<file path="config.mk">
export PLATFORM = sky130hd
export DESIGN_NAME = rv32_decode_stage
export DESIGN_NICKNAME = d
export VERILOG_FILES = /design/src/rtl/rv32_decode_stage.sv
export SDC_FILE = /design/constraint.sdc
export NUM_CORES = 1
export LEC_CHECK = 0
export BUFFER_PORTS_ARGS = -buffer_cell sky130_fd_sc_hd__buf_2
export CAP_MARGIN = 20
export CORE_AREA = 5 5 175 177
export DETAILED_ROUTE_END_ITERATION = 6
export DIE_AREA = 0 0 180 182
export SLEW_MARGIN = 20
export SYNTH_ARGS = -nofsm -noshare
export SYNTH_HDL_FRONTEND = slang
export SYNTH_SLANG_ARGS = --single-unit
</file>
<file path="constraint.sdc">
create_clock -name clk -period 4.27 [get_ports clk]
set_input_delay 0.2135 -clock clk [delete_from_list [all_inputs] [get_ports clk]]
set_output_delay 0.2135 -clock clk [all_outputs]
set_load 0.02 [all_outputs]
</file>
<file path="src/rtl/rv32_decode_stage.sv">
// ---------------------------------------------------------------------------
// rv32_decode_stage
//   Second pipeline stage of the RV32I core. Takes the {pc, instr} word held
//   in the fetch buffer and decodes it. It reads both register-file ports,
//   bypasses operands from the EX/MEM/WB writers, and detects load-use hazards.
//   The result is registered into the decode buffer that feeds execute.
//   On a hazard it holds PC/fetch and injects a bubble. A set_nop redirect
//   flushes the decode buffer in the same cycle that it redirects fetch.
//
// Parameters
//   BYPASS_EN  1: operand bypass from EX/MEM/WB; 0: any RAW match stalls
//   NOP_INSTR  instruction word placed in every bubble (addi x0,x0,0)
//
// Ports
//   clk, resetn        core clock / synchronous active-low reset
//   set_nop,set_nop_pc flush request and the pc recorded in the flush bubble
//   stall_in           execute cannot accept; decode buffer holds
//   fetch_data[63:0]   {pc[63:32], instr[31:0]} from the fetch stage register
//   stall              hold PC and fetch (hazard or stall_in), 0 in reset
//   rs1/rs2_addr       register-file read indices
//   rs1/rs2_rdata      register-file combinational read data
//   ex_*/mem_*/wb_*    destination, write enable and result of each writer
//   dec_*              registered decode results for execute
// ---------------------------------------------------------------------------
module rv32_decode_stage #(
  parameter bit          BYPASS_EN = 1'b1,
  parameter logic [31:0] NOP_INSTR = 32'h0000_0013
) (
  input  logic        clk,
  input  logic        resetn,
  input  logic        set_nop,
  input  logic [31:0] set_nop_pc,
  input  logic        stall_in,
  input  logic [63:0] fetch_data,
  output logic        stall,
  output logic [4:0]  rs1_addr,
  output logic [4:0]  rs2_addr,
  input  logic [31:0] rs1_rdata,
  input  logic [31:0] rs2_rdata,
  input  logic [4:0]  ex_rd,
  input  logic        ex_wb_en,
  input  logic        ex_is_load,
  input  logic [31:0] ex_result,
  input  logic [4:0]  mem_rd,
  input  logic        mem_wb_en,
  input  logic [31:0] mem_result,
  input  logic [4:0]  wb_rd,
  input  logic        wb_wb_en,
  input  logic [31:0] wb_result,
  output logic [31:0] dec_pc,
  output logic [31:0] dec_instr,
  output logic [4:0]  dec_rd,
  output logic [2:0]  dec_fmt,
  output logic [31:0] dec_imm,
  output logic [31:0] dec_rs1_val,
  output logic [31:0] dec_rs2_val,
  output logic        dec_illegal
);

  localparam logic [2:0] FMT_R    = 3'd0;
  localparam logic [2:0] FMT_I    = 3'd1;
  localparam logic [2:0] FMT_S    = 3'd2;
  localparam logic [2:0] FMT_B    = 3'd3;
  localparam logic [2:0] FMT_U    = 3'd4;
  localparam logic [2:0] FMT_J    = 3'd5;
  localparam logic [2:0] FMT_SYS  = 3'd6;
  localparam logic [2:0] FMT_NONE = 3'd7;

  logic [31:0] fd_pc;
  logic [31:0] fd_instr;
  logic [6:0]  opcode;

  assign fd_pc    = fetch_data[63:32];
  assign fd_instr = fetch_data[31:0];
  assign opcode   = fd_instr[6:0];
  assign rs1_addr = fd_instr[19:15];
  assign rs2_addr = fd_instr[24:20];

  // Immediate candidates for every format
  logic [31:0] imm_i, imm_s, imm_b, imm_u, imm_j;
  assign imm_i = {{20{fd_instr[31]}}, fd_instr[31:20]};
  assign imm_s = {{20{fd_instr[31]}}, fd_instr[31:25], fd_instr[11:7]};
  assign imm_b = {{19{fd_instr[31]}}, fd_instr[31], fd_instr[7], fd_instr[30:25],
                  fd_instr[11:8], 1'b0};
  assign imm_u = {fd_instr[31:12], 12'b0};
  assign imm_j = {{11{fd_instr[31]}}, fd_instr[31], fd_instr[19:12], fd_instr[20],
                  fd_instr[30:21], 1'b0};

  // Opcode decode: format, destination, immediate and source usage.
  // FENCE decodes as I-format, but it never writes a register.
  logic [2:0]  fmt;
  logic [4:0]  rd;
  logic [31:0] imm;
  logic        illegal;
  logic        use_rs1;
  logic        use_rs2;

  always_comb begin
    fmt     = FMT_NONE;
    rd      = 5'd0;
    imm     = 32'd0;
    illegal = 1'b0;
    use_rs1 = 1'b0;
    use_rs2 = 1'b0;
    case (opcode)
      7'b0110011: begin
        fmt = FMT_R; rd = fd_instr[11:7]; use_rs1 = 1'b1; use_rs2 = 1'b1;
      end
      7'b0010011, 7'b0000011, 7'b1100111: begin
        fmt = FMT_I; rd = fd_instr[11:7]; imm = imm_i; use_rs1 = 1'b1;
      end
      7'b0001111: begin
        fmt = FMT_I; imm = imm_i; use_rs1 = 1'b1;
      end
      7'b0100011: begin
        fmt = FMT_S; imm = imm_s; use_rs1 = 1'b1; use_rs2 = 1'b1;
      end
      7'b1100011: begin
        fmt = FMT_B; imm = imm_b; use_rs1 = 1'b1; use_rs2 = 1'b1;
      end
      7'b0110111, 7'b0010111: begin
        fmt = FMT_U; rd = fd_instr[11:7]; imm = imm_u;
      end
      7'b1101111: begin
        fmt = FMT_J; rd = fd_instr[11:7]; imm = imm_j;
      end
      7'b1110011: begin
        fmt = FMT_SYS; rd = fd_instr[11:7]; imm = imm_i; use_rs1 = 1'b1;
      end
      default: begin
        fmt = FMT_NONE; illegal = 1'b1;
      end
    endcase
  end

  // Writer matches. x0 is never a real destination, so it never matches.
  logic ex_hit1, mem_hit1, wb_hit1, ex_hit2, mem_hit2, wb_hit2;
  assign ex_hit1  = ex_wb_en  && (ex_rd  == rs1_addr) && (rs1_addr != 5'd0);
  assign mem_hit1 = mem_wb_en && (mem_rd == rs1_addr) && (rs1_addr != 5'd0);
  assign wb_hit1  = wb_wb_en  && (wb_rd  == rs1_addr) && (rs1_addr != 5'd0);
  assign ex_hit2  = ex_wb_en  && (ex_rd  == rs2_addr) && (rs2_addr != 5'd0);
  assign mem_hit2 = mem_wb_en && (mem_rd == rs2_addr) && (rs2_addr != 5'd0);
  assign wb_hit2  = wb_wb_en  && (wb_rd  == rs2_addr) && (rs2_addr != 5'd0);

  // Operand select, youngest writer first. A load in EX has no data yet, so
  // it is skipped here; the hazard logic turns that case into a bubble.
  // WB is bypassed because the regfile write lands in the same cycle.
  logic [31:0] rs1_val, rs2_val;

  always_comb begin
    rs1_val = rs1_rdata;
    if (rs1_addr == 5'd0)                    rs1_val = 32'd0;
    else if (BYPASS_EN && ex_hit1 && !ex_is_load) rs1_val = ex_result;
    else if (BYPASS_EN && mem_hit1)          rs1_val = mem_result;
    else if (BYPASS_EN && wb_hit1)           rs1_val = wb_result;
  end

  always_comb begin
    rs2_val = rs2_rdata;
    if (rs2_addr == 5'd0)                    rs2_val = 32'd0;
    else if (BYPASS_EN && ex_hit2 && !ex_is_load) rs2_val = ex_result;
    else if (BYPASS_EN && mem_hit2)          rs2_val = mem_result;
    else if (BYPASS_EN && wb_hit2)           rs2_val = wb_result;
  end

  // Hazard only counts for sources the format actually reads. Without
  // bypass, every RAW match has to wait until the regfile holds the value.
  logic hazard;
  always_comb begin
    if (BYPASS_EN) begin
      hazard = (use_rs1 && ex_hit1 && ex_is_load) ||
               (use_rs2 && ex_hit2 && ex_is_load);
    end else begin
      hazard = (use_rs1 && (ex_hit1 || mem_hit1 || wb_hit1)) ||
               (use_rs2 && (ex_hit2 || mem_hit2 || wb_hit2));
    end
  end

  assign stall = resetn && (hazard || stall_in);

  // Decode buffer registers
  logic [31:0] dec_pc_q, dec_pc_d;
  logic [31:0] dec_instr_q, dec_instr_d;
  logic [4:0]  dec_rd_q, dec_rd_d;
  logic [2:0]  dec_fmt_q, dec_fmt_d;
  logic [31:0] dec_imm_q, dec_imm_d;
  logic [31:0] dec_rs1_val_q, dec_rs1_val_d;
  logic [31:0] dec_rs2_val_q, dec_rs2_val_d;
  logic        dec_illegal_q, dec_illegal_d;

  // Update priority: flush, then hold for stall_in, then a hazard bubble at
  // the stalled pc, then capture the decoded fetch word.
  always_comb begin
    dec_pc_d      = dec_pc_q;
    dec_instr_d   = dec_instr_q;
    dec_rd_d      = dec_rd_q;
    dec_fmt_d     = dec_fmt_q;
    dec_imm_d     = dec_imm_q;
    dec_rs1_val_d = dec_rs1_val_q;
    dec_rs2_val_d = dec_rs2_val_q;
    dec_illegal_d = dec_illegal_q;
    if (set_nop || (!stall_in && hazard)) begin
      dec_pc_d      = set_nop ? set_nop_pc : fd_pc;
      dec_instr_d   = NOP_INSTR;
      dec_rd_d      = 5'd0;
      dec_fmt_d     = FMT_I;
      dec_imm_d     = 32'd0;
      dec_rs1_val_d = 32'd0;
      dec_rs2_val_d = 32'd0;
      dec_illegal_d = 1'b0;
    end else if (!stall_in) begin
      dec_pc_d      = fd_pc;
      dec_instr_d   = fd_instr;
      dec_rd_d      = rd;
      dec_fmt_d     = fmt;
      dec_imm_d     = imm;
      dec_rs1_val_d = rs1_val;
      dec_rs2_val_d = rs2_val;
      dec_illegal_d = illegal;
    end
  end

  always_ff @(posedge clk) begin
    if (!resetn) begin
      dec_pc_q      <= 32'd0;
      dec_instr_q   <= NOP_INSTR;
      dec_rd_q      <= 5'd0;
      dec_fmt_q     <= FMT_I;
      dec_imm_q     <= 32'd0;
      dec_rs1_val_q <= 32'd0;
      dec_rs2_val_q <= 32'd0;
      dec_illegal_q <= 1'b0;
    end else begin
      dec_pc_q      <= dec_pc_d;
      dec_instr_q   <= dec_instr_d;
      dec_rd_q      <= dec_rd_d;
      dec_fmt_q     <= dec_fmt_d;
      dec_imm_q     <= dec_imm_d;
      dec_rs1_val_q <= dec_rs1_val_d;
      dec_rs2_val_q <= dec_rs2_val_d;
      dec_illegal_q <= dec_illegal_d;
    end
  end

  assign dec_pc      = dec_pc_q;
  assign dec_instr   = dec_instr_q;
  assign dec_rd      = dec_rd_q;
  assign dec_fmt     = dec_fmt_q;
  assign dec_imm     = dec_imm_q;
  assign dec_rs1_val = dec_rs1_val_q;
  assign dec_rs2_val = dec_rs2_val_q;
  assign dec_illegal = dec_illegal_q;

endmodule
</file>
==> metrics.txt <==
remaining routing DRC violations=0; number of max-cap violations=0; chip height=about 180 µm; result of the run=complete, no violations; Setup Crit Path Kind=in -> out; fraction of final layout cells with drive strength greater than 1=around 37%; Yosys Warn Count=0; P_int=2.80 mW; Synth top area share=38.4%; synthesized instance count=1002; final sum of negative setup slack=0 ns; TritonCTS Buffers=17; Detail Route Antenna Nets=0; vias post-DR=9789; I/O pin cnt=459; Clock Skew=0 ns; largest area contributor in the synthesized netlist=sky130_fd_sc_hd__dfxtp_1; arrival time worst endpoint=2.09 ns; cell with the most instances after synthesis=sky130_fd_sc_hd__dfxtp_1; async set-reset flop share out of synthesis=0%; via count of the first global-routing pass=9552; initial antenna violation count=13; number of placement rows=between 60 and 70; number of buffers inserted to repair setup after CTS=0; clock sink total=about 170; Final WS setup=1.97 ns; worst skew pair latency=0.43 ns; via density per instance=5.38; setup-violating endpoint count in the final report=0; HPWL reported at the end of detailed placement=29000 µm; TritonCTS clock tree=built; dominant synthesized flop cell=sky130_fd_sc_hd__dfxtp_1; area enclosed by the die boundary=32800 µm²; CP Capture Type=output pin; number of nets in the final layout=~1700; mean area per synthesized cell=8.78 µm²; synthesized netlist net count=1281; leading post-synthesis cells by cell area=sky130_fd_sc_hd__dfxtp_1 (38%), sky130_fd_sc_hd__a221o_1 (7.3%), sky130_fd_sc_hd__mux2i_1 (6.9%); actual slew at the worst max-slew pin=0.837 ns; Reg clk slew, reported paths=0.08 ns; Syn Std Cell Area=around 9000 µm²; number of standard cells in the layout, taps in and fillers out=1821; first-pass GRT wire length=slightly below 60000 µm; most frequent cells after synthesis=sky130_fd_sc_hd__dfxtp_1 (169), sky130_fd_sc_hd__nand2_1 (85), sky130_fd_sc_hd__a21oi_1 (81), sky130_fd_sc_hd__a22oi_1 (81), sky130_fd_sc_hd__clkbuf_1 (79); Initial DRT Pass Iterations=6; area added between synthesis and finish=38.6%; combinational share of power=18.8%; number of library cell types mapped by synthesis=51; largest net degree at the start of global routing=73; kind of start point of the critical path=primary input; timing-limited maximum frequency=435 MHz; Hold Vio Cnt, Final=0; horizontal die dimension=180 µm; share of total power in the clock network=approximately two fifths; Resized Gates After CTS=0; Worst Path Required=a little over 4 ns; routed length per instance=22.0 µm; GRT Total Usage=a little under a quarter; Max Slew Vio Count=0; number of DRC violations after detailed-routing iteration 0=826; net switching power of the design=1.27 mW; Cell Count Post-Placement=roughly 1700; Switching Share=31.1%; Tcrit/Tclk final=a little over half; count of flip-flops with a built-in enable after synthesis=0; Max VDD drop=0.181 mV; pre-CTS setup slack=1.58 ns; clk buf depth=2; post-layout min period=about 2.3 ns; clock root cell=sky130_fd_sc_hd__clkbuf_16; detailed-route wire length=40100 µm; power share of the sequential group=between 40% and 50%; Synth Register Bits=169; cell area power density=between 300 and 400 nW/µm²; top fanout value on the critical path=8; input/output buffers=458; worst slew margin relative to its limit=43.7%; Placer Congestion=0.879; share of synthesized area occupied by flip-flops and latches=38.4%; RSZ-0062 raised after global routing=false; total leakage power=5.55 nW; floorplan core area=29100 µm²; HP Class=in -> reg; number of levels the H-tree was split into=4; GRT overflow=0; Starting Density=30.3%
cells by family after synthesis:
group | after synthesis | share of synthesized area [%]
buf+inv | 137 | 6.84
mux | 61 | 6.94
xor+xnor | 31 | 3.09
flops | 169 | 38.4
compound gates | 374 | 32.4
simple gates | 230 | 12.3
worst paths after layout:
| kind | from | depth (start not counted) | slack (ns) | end |
|---|---|---|---|---|
| setup / recovery | fetch_data[21] | 8 | 1.97 | stall |
| hold / removal | fetch_data[12] | 3 | 0.03 | dec_instr[12] |
| setup reg to reg | dec_pc[31] | 3 | 3.45 | dec_pc[31] |
| hold reg to reg | dec_imm[13] | 2 | 0.46 | dec_imm[13] |
worst max-delay path, cell delays in order:
cell,delay (ns)
sky130_fd_sc_hd__buf_2,0.21
sky130_fd_sc_hd__or4_1,0.59
sky130_fd_sc_hd__nor2_2,0.24
sky130_fd_sc_hd__nor3_1,0.12
sky130_fd_sc_hd__a22oi_1,0.30
sky130_fd_sc_hd__nor2_1,0.08
sky130_fd_sc_hd__o21a_1,0.17
sky130_fd_sc_hd__buf_2,0.16
layout by cell type (no fill, tap or decap), types with 11 or more instances in the layout:
| cell | netlist | routed |
|---|---|---|
| sky130_fd_sc_hd__dlygate4sd3_1 | 0 | 30 |
| sky130_fd_sc_hd__nor2_1 | 59 | 58 |
| sky130_fd_sc_hd__clkbuf_16 | 0 | 17 |
| sky130_fd_sc_hd__and2_1 | 35 | 35 |
| sky130_fd_sc_hd__nor2b_1 | 12 | 12 |
| sky130_fd_sc_hd__o211ai_1 | 65 | 65 |
| sky130_fd_sc_hd__buf_2 | 19 | 457 |
| sky130_fd_sc_hd__a21oi_1 | 81 | 81 |
| sky130_fd_sc_hd__a221o_1 | 64 | 64 |
| sky130_fd_sc_hd__dfxtp_1 | 169 | 169 |
| sky130_fd_sc_hd__o211a_1 | 32 | 32 |
| sky130_fd_sc_hd__inv_1 | 16 | 15 |
| sky130_fd_sc_hd__a221oi_1 | 13 | 13 |
| sky130_fd_sc_hd__xnor2_1 | 29 | 29 |
| sky130_fd_sc_hd__nand2_1 | 85 | 85 |
| sky130_fd_sc_hd__buf_4 | 11 | 19 |
| sky130_fd_sc_hd__diode_2 | 0 | 11 |
| sky130_fd_sc_hd__a22oi_1 | 81 | 81 |
| sky130_fd_sc_hd__mux2i_1 | 61 | 61 |
stage by stage:
step	util, %	total power, mW	instance area, µm²	hold WS (ns)
3_5_place_dp	38.7	2.45	11300	0.439
2_1_floorplan	-	2.13	8800	0.351
6_report	41.9	4.07	12200	0.0326
3_3_place_gp	38.7	2.44	11300	0.434
5_1_grt	41.9	4.25	12200	0.0275
4_1_cts	41.8	4.10	12200	0.0192
what timing repair did:
item,CTS,global route
setup endpoints to repair,0,0
hold buffers,30,0
endpoints found under the hold margin,30,0
cell type report:
type	instances	area, µm²
Clock inverter	15	178
Fill cell	2965	16900
Antenna cell	11	27.5
Tap cell	390	488
Sequential cell	169	3380
Timing Repair Buffer	507	2740
Clock buffer	17	425
Multi-Input combinational cell	696	4890
Inverter	16	60.1
power by group through the flow:
stage / Clock, mW / Sequential [mW] / Combinational (mW)
after detailed placement: 0 / 1.70 / 0.745
after floorplan: 0 / 1.78 / 0.353
after CTS: 1.67 / 1.67 / 0.768
after global routing: 1.75 / 1.67 / 0.829
final: 1.64 / 1.67 / 0.767
after global placement: 0 / 1.70 / 0.740
state kept, by name, indices dropped and copies added, names as in the netlist:
name and flops:
dec_imm 32, dec_instr 32, dec_pc 32, dec_rs1_val 32
dec_rs2_val 32, dec_rd 5, dec_fmt 3, dec_illegal 1
layer usage:
layer	routed length [µm]	GRT usage (%)
met1	15800	28.1
met2	20000	40.1
met3	3380	6.09
met4	905	6.92
met5	28	0
(Power assumes the default switching activity.)
